===== src/rtl/stream_rr_arbiter5_if.sv =====
// Stream bundle between five requesters, the round-robin arbiter and one consumer.
// The slave modport is the arbiter's view; master is the requester/consumer side.
interface stream_rr_arbiter5_if #(
  parameter int DATA_WIDTH = 32
);
  logic                  val_in1, val_in2, val_in3, val_in4, val_in5;
  logic [DATA_WIDTH-1:0] din1, din2, din3, din4, din5;
  logic                  ready_upward1, ready_upward2, ready_upward3, ready_upward4, ready_upward5;
  logic                  val_out;
  logic [DATA_WIDTH-1:0] dout;
  logic [2:0]            src_id;
  logic                  ready_downward;

  modport slave (
    input  val_in1, val_in2, val_in3, val_in4, val_in5,
    input  din1, din2, din3, din4, din5,
    input  ready_downward,
    output ready_upward1, ready_upward2, ready_upward3, ready_upward4, ready_upward5,
    output val_out, dout, src_id
  );

  modport master (
    output val_in1, val_in2, val_in3, val_in4, val_in5,
    output din1, din2, din3, din4, din5,
    output ready_downward,
    input  ready_upward1, ready_upward2, ready_upward3, ready_upward4, ready_upward5,
    input  val_out, dout, src_id
  );
endinterface


===== src/rtl/stream_rr_arbiter5.sv =====
// Five-to-one round-robin stream merger with a one-entry output register and source tag.
// Optional burst locking (up to MAX_BURST consecutive beats per port) under `ARB_BURST_LOCK_EN.
module stream_rr_arbiter5 #(
  parameter int DATA_WIDTH = 32,
  parameter int MAX_BURST  = 4
) (
  input logic                clk,
  input logic                resetn,
  stream_rr_arbiter5_if.slave bus
);

  if (MAX_BURST < 1 || MAX_BURST > 15) begin : g_bad_max_burst
    $error("MAX_BURST must be in 1..15");
  end

  logic [5:1]            w_req;
  logic                  w_can_accept;
  logic                  w_found;
  logic [2:0]            w_grant;
  logic [3:0]            w_probe;
  logic                  w_xfer;
  logic [DATA_WIDTH-1:0] w_sel;

  logic                  r_val_out;
  logic [DATA_WIDTH-1:0] r_dout;
  logic [2:0]            r_src_id;
  logic [2:0]            r_last_ptr;

  assign w_req        = {bus.val_in5, bus.val_in4, bus.val_in3, bus.val_in2, bus.val_in1};
  assign w_can_accept = ~r_val_out | bus.ready_downward;

`ifdef ARB_BURST_LOCK_EN
  logic [3:0] r_burst_cnt;
  logic       r_lock;
  logic       w_lock_hit;
  logic [3:0] w_cnt_next;
  logic       w_lock_next;

  assign w_lock_hit  = r_lock & w_req[r_last_ptr];
  assign w_cnt_next  = (r_lock && (w_grant == r_last_ptr)) ? r_burst_cnt + 4'd1 : 4'd0;
  assign w_lock_next = (int'(w_cnt_next) + 1) < MAX_BURST;

  always_ff @(posedge clk) begin
    if (!resetn) begin
      r_burst_cnt <= 4'd0;
      r_lock      <= 1'b0;
    end else if (w_xfer) begin
      r_burst_cnt <= w_cnt_next;
      r_lock      <= w_lock_next;
    end else if (r_lock && !w_req[r_last_ptr]) begin
      r_burst_cnt <= 4'd0;
      r_lock      <= 1'b0;
    end
  end
`endif

  // Search starts one past the last grant and wraps 5->1, ending on last_ptr itself.
  always_comb begin
    w_found = 1'b0;
    w_grant = 3'd0;
    w_probe = 4'd0;
    for (int k = 1; k <= 5; k++) begin
      w_probe = 4'(r_last_ptr) + 4'(k);
      if (w_probe > 4'd5) w_probe = w_probe - 4'd5;
      if (!w_found && w_req[w_probe[2:0]]) begin
        w_found = 1'b1;
        w_grant = w_probe[2:0];
      end
    end
`ifdef ARB_BURST_LOCK_EN
    if (w_lock_hit) begin
      w_found = 1'b1;
      w_grant = r_last_ptr;
    end
`endif
  end

  assign w_xfer = w_found & w_can_accept;

  always_comb begin
    w_sel = '0;
    case (w_grant)
      3'd1:    w_sel = bus.din1;
      3'd2:    w_sel = bus.din2;
      3'd3:    w_sel = bus.din3;
      3'd4:    w_sel = bus.din4;
      3'd5:    w_sel = bus.din5;
      default: w_sel = '0;
    endcase
  end

  assign bus.ready_upward1 = w_xfer & (w_grant == 3'd1);
  assign bus.ready_upward2 = w_xfer & (w_grant == 3'd2);
  assign bus.ready_upward3 = w_xfer & (w_grant == 3'd3);
  assign bus.ready_upward4 = w_xfer & (w_grant == 3'd4);
  assign bus.ready_upward5 = w_xfer & (w_grant == 3'd5);

  // A load wins over a drain, so back-to-back beats leave no bubble.
  always_ff @(posedge clk) begin
    if (!resetn) begin
      r_val_out  <= 1'b0;
      r_dout     <= '0;
      r_src_id   <= 3'd0;
      r_last_ptr <= 3'd5;
    end else if (w_xfer) begin
      r_val_out  <= 1'b1;
      r_dout     <= w_sel;
      r_src_id   <= w_grant;
      r_last_ptr <= w_grant;
    end else if (bus.ready_downward) begin
      r_val_out  <= 1'b0;
    end
  end

  assign bus.val_out = r_val_out;
  assign bus.dout    = r_dout;
  assign bus.src_id  = r_src_id;

endmodule


===== src/flat_wrapper.sv =====
// flat-port wrapper written by rule: the top's interface ports become plain ports
module stream_rr_arbiter5_flat 
#(
  parameter int DATA_WIDTH = 32,
  parameter int MAX_BURST  = 4
)
  (clk, resetn, bus_val_in1, bus_val_in2, bus_val_in3, bus_val_in4, bus_val_in5, bus_din1, bus_din2, bus_din3, bus_din4, bus_din5, bus_ready_downward, bus_ready_upward1, bus_ready_upward2, bus_ready_upward3, bus_ready_upward4, bus_ready_upward5, bus_val_out, bus_dout, bus_src_id);
  stream_rr_arbiter5_if #(.DATA_WIDTH(DATA_WIDTH)) bus_i ();
  input logic clk;
  input logic resetn;
  input wire logic [$bits(bus_i.val_in1)-1:0] bus_val_in1;
  input wire logic [$bits(bus_i.val_in2)-1:0] bus_val_in2;
  input wire logic [$bits(bus_i.val_in3)-1:0] bus_val_in3;
  input wire logic [$bits(bus_i.val_in4)-1:0] bus_val_in4;
  input wire logic [$bits(bus_i.val_in5)-1:0] bus_val_in5;
  input wire logic [$bits(bus_i.din1)-1:0] bus_din1;
  input wire logic [$bits(bus_i.din2)-1:0] bus_din2;
  input wire logic [$bits(bus_i.din3)-1:0] bus_din3;
  input wire logic [$bits(bus_i.din4)-1:0] bus_din4;
  input wire logic [$bits(bus_i.din5)-1:0] bus_din5;
  input wire logic [$bits(bus_i.ready_downward)-1:0] bus_ready_downward;
  output wire logic [$bits(bus_i.ready_upward1)-1:0] bus_ready_upward1;
  output wire logic [$bits(bus_i.ready_upward2)-1:0] bus_ready_upward2;
  output wire logic [$bits(bus_i.ready_upward3)-1:0] bus_ready_upward3;
  output wire logic [$bits(bus_i.ready_upward4)-1:0] bus_ready_upward4;
  output wire logic [$bits(bus_i.ready_upward5)-1:0] bus_ready_upward5;
  output wire logic [$bits(bus_i.val_out)-1:0] bus_val_out;
  output wire logic [$bits(bus_i.dout)-1:0] bus_dout;
  output wire logic [$bits(bus_i.src_id)-1:0] bus_src_id;
  assign bus_i.val_in1 = bus_val_in1;
  assign bus_i.val_in2 = bus_val_in2;
  assign bus_i.val_in3 = bus_val_in3;
  assign bus_i.val_in4 = bus_val_in4;
  assign bus_i.val_in5 = bus_val_in5;
  assign bus_i.din1 = bus_din1;
  assign bus_i.din2 = bus_din2;
  assign bus_i.din3 = bus_din3;
  assign bus_i.din4 = bus_din4;
  assign bus_i.din5 = bus_din5;
  assign bus_i.ready_downward = bus_ready_downward;
  assign bus_ready_upward1 = bus_i.ready_upward1;
  assign bus_ready_upward2 = bus_i.ready_upward2;
  assign bus_ready_upward3 = bus_i.ready_upward3;
  assign bus_ready_upward4 = bus_i.ready_upward4;
  assign bus_ready_upward5 = bus_i.ready_upward5;
  assign bus_val_out = bus_i.val_out;
  assign bus_dout = bus_i.dout;
  assign bus_src_id = bus_i.src_id;
  stream_rr_arbiter5 #(.DATA_WIDTH(DATA_WIDTH), .MAX_BURST(MAX_BURST)) u_core (.clk(clk), .resetn(resetn), .bus(bus_i));
endmodule

===== config.mk =====
export PLATFORM = sky130hd
export DESIGN_NAME = stream_rr_arbiter5_flat
export DESIGN_NICKNAME = d
export VERILOG_FILES = /design/src/rtl/stream_rr_arbiter5_if.sv /design/src/rtl/stream_rr_arbiter5.sv /design/src/flat_wrapper.sv
export SDC_FILE = /design/constraint.sdc
export NUM_CORES = 1
export LEC_CHECK = 0
export ABC_AREA = 1
export CAP_MARGIN = 30
export CORE_UTILIZATION = 40
export CTS_BUF_LIST = sky130_fd_sc_hd__clkbuf_8 sky130_fd_sc_hd__clkbuf_16
export DETAILED_ROUTE_END_ITERATION = 12
export GPL_TIMING_DRIVEN = 0
export PLACE_DENSITY = 0.87
export SYNTH_ARGS = -nofsm -noshare
export SYNTH_HDL_FRONTEND = slang
export SYNTH_SLANG_ARGS = --single-unit

===== constraint.sdc =====
create_clock -name clk -period 3.6 [get_ports clk]
set_input_delay 0.72 -clock clk [delete_from_list [all_inputs] [get_ports clk]]
set_output_delay 0.72 -clock clk [all_outputs]
set_load 0.005 [all_outputs]

==> metrics, run 1 <==
Finish-stage setup viols=25; Inserted Clock Buffers=5; Worst-Skew Late Latency=0.30 ns; Synth Cell Area=3869 um^2; die height=100.3 um; CTS tree=yes; I/O pins=209; Worst-path clk slew=0.08 ns; largest net degree at the start of global routing=18; total die area=10,070 um^2; outcome=finished with violations; DP Worst Slack=-1.037 ns; Reg2Reg Depth=24; n_diodes=0; cells after synthesis=685; syn avg cell area=5.648 um^2; Finished Core Util=76.06%; Total Wirelength=19,230 um; worst-case clock buffer depth=2; via/cell ratio=5.665; core area=9284 um^2; required time of the critical path=2.88 ns; H-tree depth=2; CP dominant cell by count=nand2_4; capturing point of the worst reg2reg path=u_core.bus.dout[0]$_SDFFE_PN0P_; stages on the worst setup path=18; vias in the first global route=5,262; post-DP HPWL=12,690 um; Final Cycle Share=109.6%; worst setup path start=u_core.r_last_ptr[1]$_SDFFE_PN0P_; Mapped Nets=862; initial antenna violation count=0; nets=1,117; Initial DRC Count=604; row cnt=35; Most used DFF post-synth=dfxtp_1; yosys warns=0; clock skew=0.01226 ns; failing checks=negative setup slack; PortBufs=208; vias post-DR=6,062; Worst Setup EP=bus_ready_upward4; DRC Markers=0; Yosys reg bits=38; post-synthesis async set-or-reset flop share=0%; Filler cells=721; ANT nets after route=0; fraction of layout cells with a size suffix above 1=22.53%; register area share after synthesis=19.66%; Max-cap violations=0; commonest cells after routing, fill and taps aside=228 x nand2_1, 203 x clkdlybuf4s50_1, 136 x nand3_1; final hold vios=0; CP Max Fanout=6; Root Driver=clkbuf_8; clock sink total=38; global-route wire length before repair=25,880 um; Critical Path AT=3.22 ns; delay-heaviest family, CP=simple AND/OR/NAND/NOR gates; Tmin final=3.945 ns; r2r startpoint=u_core.r_last_ptr[1]$_SDFFE_PN0P_; Max Freq=253.5 MHz; Yosys cell types=28; max_slew headroom=66.61%; Worst-Margin Slew=0.5008 ns; Initial Util=41.67%; WL/cell=17.97 um; overall die width=100.3 um; drt first pass iters=8; CP max stage delay=0.37 ns; Critical Path, Cell by Cell=clkinvlp_4 > ha_4 > nand2_2 > nand2_4 > nand2_4 > nand2_1 > o21ai_2 > nand2_1 > nand3_4 > nand2_2 > nand2_4 > nor2_4 > nand4_1 > nand3_4 > buf_12 > nand2_8 > nor3_4 > buf_2; Crit path buffers/inverters=3; Final Max Tran Viols=0; Layout area overhead=82.54%; unrepaired setup endpoints after global routing=yes; Hold Buf Count CTS=0; CP Launch Type=flop; total gr overflow=0; Post-synth EDFFs=0; element type at the critical path end=primary output; class of the most critical hold timing path=reg -> reg; most common cell after layout, fill and taps aside=nand2_1; GP Congestion=0.9563; setup ws final=-0.3447 ns; Global Route Usage Sum=32.96%; CP max stage cell=dfxtp_4; worst setup path category=reg -> out; reg2reg setup slack=-0.12 ns
## per-stage QoR
step / TNS [ns] / cells / hold slack, ns / instance area (um^2)
after global placement: -4.398 / 1022 / 0.4508 / 6112
after global routing: -9.710 / 1070 / 0.4881 / 7062
after CTS: -0.01525 / 1060 / 0.4642 / 6718
after detailed placement: -4.326 / 1022 / 0.4552 / 6112
after floorplan: 0 / 685 / 0.4608 / 3869
final: -2.454 / 1070 / 0.4647 / 7062
## final cells by class
cell class / count / area (um^2) / area share (%)
Inverter: 33 / 147.6 / 2.091
Sequential cell: 38 / 772.0 / 10.93
Buffer: 38 / 274.0 / 3.880
Timing Repair Buffer: 253 / 2410 / 34.12
Clock inverter: 2 / 12.51 / 0.1772
Clock buffer: 6 / 82.58 / 1.169
Multi-Input combinational cell: 571 / 3202 / 45.34
Tap cell: 129 / 161.4 / 2.286
## flip-flops by register name, indices dropped and copies added, names as in the netlist
signal              cells
u_core.bus.dout        32
u_core.r_last_ptr       3
u_core.bus.src_id       2
u_core.bus.val_out      1
## how the worst min path moves through the flow
stage	from	endpoint	slack [ns]	depth (start not counted)
finish	u_core.bus.dout[8]$_SDFFE_PN0P_	u_core.bus.dout[8]$_SDFFE_PN0P_	0.46	2
global route	u_core.bus.dout[14]$_SDFFE_PN0P_	u_core.bus.dout[14]$_SDFFE_PN0P_	0.49	2
CTS	u_core.bus.dout[29]$_SDFFE_PN0P_	u_core.bus.dout[29]$_SDFFE_PN0P_	0.46	2
detailed placement	u_core.bus.dout[29]$_SDFFE_PN0P_	u_core.bus.dout[29]$_SDFFE_PN0P_	0.46	2
global placement	u_core.bus.dout[6]$_SDFFE_PN0P_	u_core.bus.dout[6]$_SDFFE_PN0P_	0.45	2
floorplan	u_core.bus.dout[0]$_SDFFE_PN0P_	u_core.bus.dout[0]$_SDFFE_PN0P_	0.46	2
## kinds of logic after synthesis
logic type               share of synthesized area, %
AND/OR/NAND/NOR                                 58.47
adder cells (fa/ha/maj)                         2.911
AO/OA/AOI/OAI                                   8.474
buffers and inverters                           10.48
flip-flops                                      19.66
## synthesized netlist by cell type, types with 3 or more instances
cell type	n	area share, %
clkbuf_1	5	0.49
buf_2	18	2.3
a31oi_1	3	0.49
nand3_1	152	20
nand4_1	9	1.5
inv_1	26	2.5
nor2_4	3	0.87
nand2_2	15	2.4
o211ai_1	4	0.78
buf_4	14	2.7
nand2_1	262	25
dfxtp_1	38	20
o21ai_0	8	1.0
a21oi_1	41	5.3
nor2_1	39	3.8
buf_6	6	1.7
ha_1	9	2.9
nand3_2	13	3.4
nor2_2	4	0.65
inv_2	5	0.49
## worst reg2reg max path, delay by kind of cell (launching register included)
kind,cells,cell delay [ns]
AOI/OAI and AO/OA,2,0.28
adders and majority gates,1,0.33
buffers and inverters,5,0.90
DFF,1,0.37
and+or+nand+nor,16,1.74
## routing by layer
metal	GRT usage [%]	vias to the layer above	wire length, um	share of wire (%)
met1	39.47	2684	6901	36
met4	15.05	0	1282	6.7
li1	-	2769	-	-
met2	55.64	460	8936	46
met3	8.008	149	2105	11
met5	0	-	0	0
## timing repair
| item | 4_1_cts | 5_1_grt |
|---|---|---|
| hold endpoints to repair | 0 | 0 |
| pin swaps | 33 | 49 |
| resized for setup | 99 | 75 |
| buffers inserted | 35 | 12 |
| setup endpoints to repair | 5 | 29 |
Power of run 1 is not shown: default switching activity piles up to over one toggle a cycle in this logic, so the estimate is an artifact.
==> inputs of run 2 (changes only) <==
--- a/config.mk
+++ b/config.mk
@@ -11,7 +11,7 @@
 export CTS_BUF_LIST = sky130_fd_sc_hd__clkbuf_8 sky130_fd_sc_hd__clkbuf_16
 export DETAILED_ROUTE_END_ITERATION = 12
 export GPL_TIMING_DRIVEN = 0
-export PLACE_DENSITY = 0.87
+export PLACE_DENSITY = 0.82
 export SYNTH_ARGS = -nofsm -noshare
 export SYNTH_HDL_FRONTEND = slang
 export SYNTH_SLANG_ARGS = --single-unit
==> metrics, run 2 (same netlist as run 1, synthesis figures left out) <==
clock sink total=38; max reg flops=32; setup ws final=-0.1727 ns; Max-cap violations=0; PortBufs=208; required time of the critical path=2.88 ns; largest net degree at the start of global routing=18; ANT nets after route=0; n_diodes=0; CP Launch Type=flop; fraction of layout cells with a size suffix above 1=23.07%; global-route wire length before repair=27,830 um; vias post-DR=5,889; Root Driver=clkbuf_8; Initial DRC Count=455; failing checks=negative setup slack; Hold Buf Count CTS=0; element type at the critical path end=primary output; I/O pins=209; CP Max Fanout=6; max_slew headroom=64.01%; Hold WS=0.4710 ns; WL/cell=18.12 um; Layout area overhead=85.74%; Global Route Usage Sum=36.08%; via/cell ratio=5.483; total gr overflow=0; total die area=10,070 um^2; commonest cells after routing, fill and taps aside=229 x nand2_1, 203 x clkdlybuf4s50_1, 135 x nand3_1; fin area=7186 um^2; Worst-Margin Slew=0.5399 ns; Final Cycle Share=104.8%; row cnt=35; most common cell after layout, fill and taps aside=nand2_1; Final Max Tran Viols=0; unrepaired setup endpoints after global routing=yes; Critical Path AT=3.05 ns; nets=1,122; Tmin final=3.773 ns; outcome=finished with violations; Finish-stage setup viols=5; CTS tree=yes; drt first pass iters=7; class of the most critical hold timing path=reg -> reg; Max Freq=265.1 MHz; clock skew=0.008583 ns; vias in the first global route=5,473; Worst-Skew Late Latency=0.29 ns; final hold vios=0; Total Wirelength=19,460 um; H-tree depth=2; Sequential Area=769.5 um^2; worst-case clock buffer depth=2; DP Worst Slack=-1.070 ns; core area=9284 um^2; worst setup path category=reg -> out; post-DP HPWL=14,070 um; overall die width=100.3 um; DRC Markers=0; Initial Util=41.67%; Worst-path clk slew=0.08 ns; placed cell areas=6112 um^2; Inserted Clock Buffers=5; initial antenna violation count=0; Filler cells=731; die height=100.3 um; GP Congestion=0.9716; Finished Core Util=77.40%; area of the multi-input gates=3237 um^2
==> run 2: worst paths after layout <==
check | from | end | slack, ns | cells after the start
worst min register to register | u_core.bus.dout[27]$_SDFFE_PN0P_ | u_core.bus.dout[27]$_SDFFE_PN0P_ | 0.47 | 2
worst min-delay path | u_core.bus.dout[27]$_SDFFE_PN0P_ | u_core.bus.dout[27]$_SDFFE_PN0P_ | 0.47 | 2
worst max-delay path | u_core.r_last_ptr[1]$_SDFFE_PN0P_ | bus_ready_upward4 | -0.17 | 18
worst max register to register | u_core.r_last_ptr[1]$_SDFFE_PN0P_ | u_core.bus.dout[20]$_SDFFE_PN0P_ | 0.10 | 21
==> run 2: cell type report <==
cell class,count,share of cell area (%)
Clock buffer,6,1.149
Inverter,33,2.020
Buffer,39,4.283
Tap cell,129,2.246
Multi-Input combinational cell,571,45.05
Timing Repair Buffer,257,34.13
Clock inverter,1,0.4179
Sequential cell,38,10.71
==> run 2: critical path, cell delays in order, from the launching register on <==
cell and delay, ns:
dfxtp_4 0.37, clkinvlp_4 0.19, ha_4 0.37, nand2_4 0.05
nand2_4 0.12, nand2_8 0.10, nand2_8 0.10, nand3_1 0.09
nand3_2 0.10, nand3_4 0.09, nand2_2 0.09, nand2_4 0.07
nor2_4 0.19, nand4_1 0.17, nand3_2 0.14, buf_12 0.13
nand2_8 0.05, nor3_4 0.21, buf_2 0.15
==> run 2: through the flow <==
stage                     setup TNS, ns  cells
after global placement           -4.653   1022
final                           -0.6098   1074
after global routing             -1.555   1074
after detailed placement         -4.851   1022
after CTS                      -0.04327   1063
after floorplan                       0    685
==> run 2: what timing repair did <==
item                       4_1_cts  5_1_grt
resized for setup              129       50
setup endpoints to repair       11       31
gates cloned                     0        0
buffers inserted                38       11
pin swaps                       35       39
==> run 2: routing by layer <==
metal / global-route usage (%) / wire [um] / part of all wire, % / vias up
met5: 0 / 0 / 0 / -
met4: 13.71 / 841 / 4.3 / 0
met3: 6.267 / 1711 / 8.8 / 63
met2: 60.91 / 9285 / 48 / 367
met1: 45.78 / 7625 / 39 / 2688
li1: - / - / - / 2771
Power of run 2 is left out for the same reason.
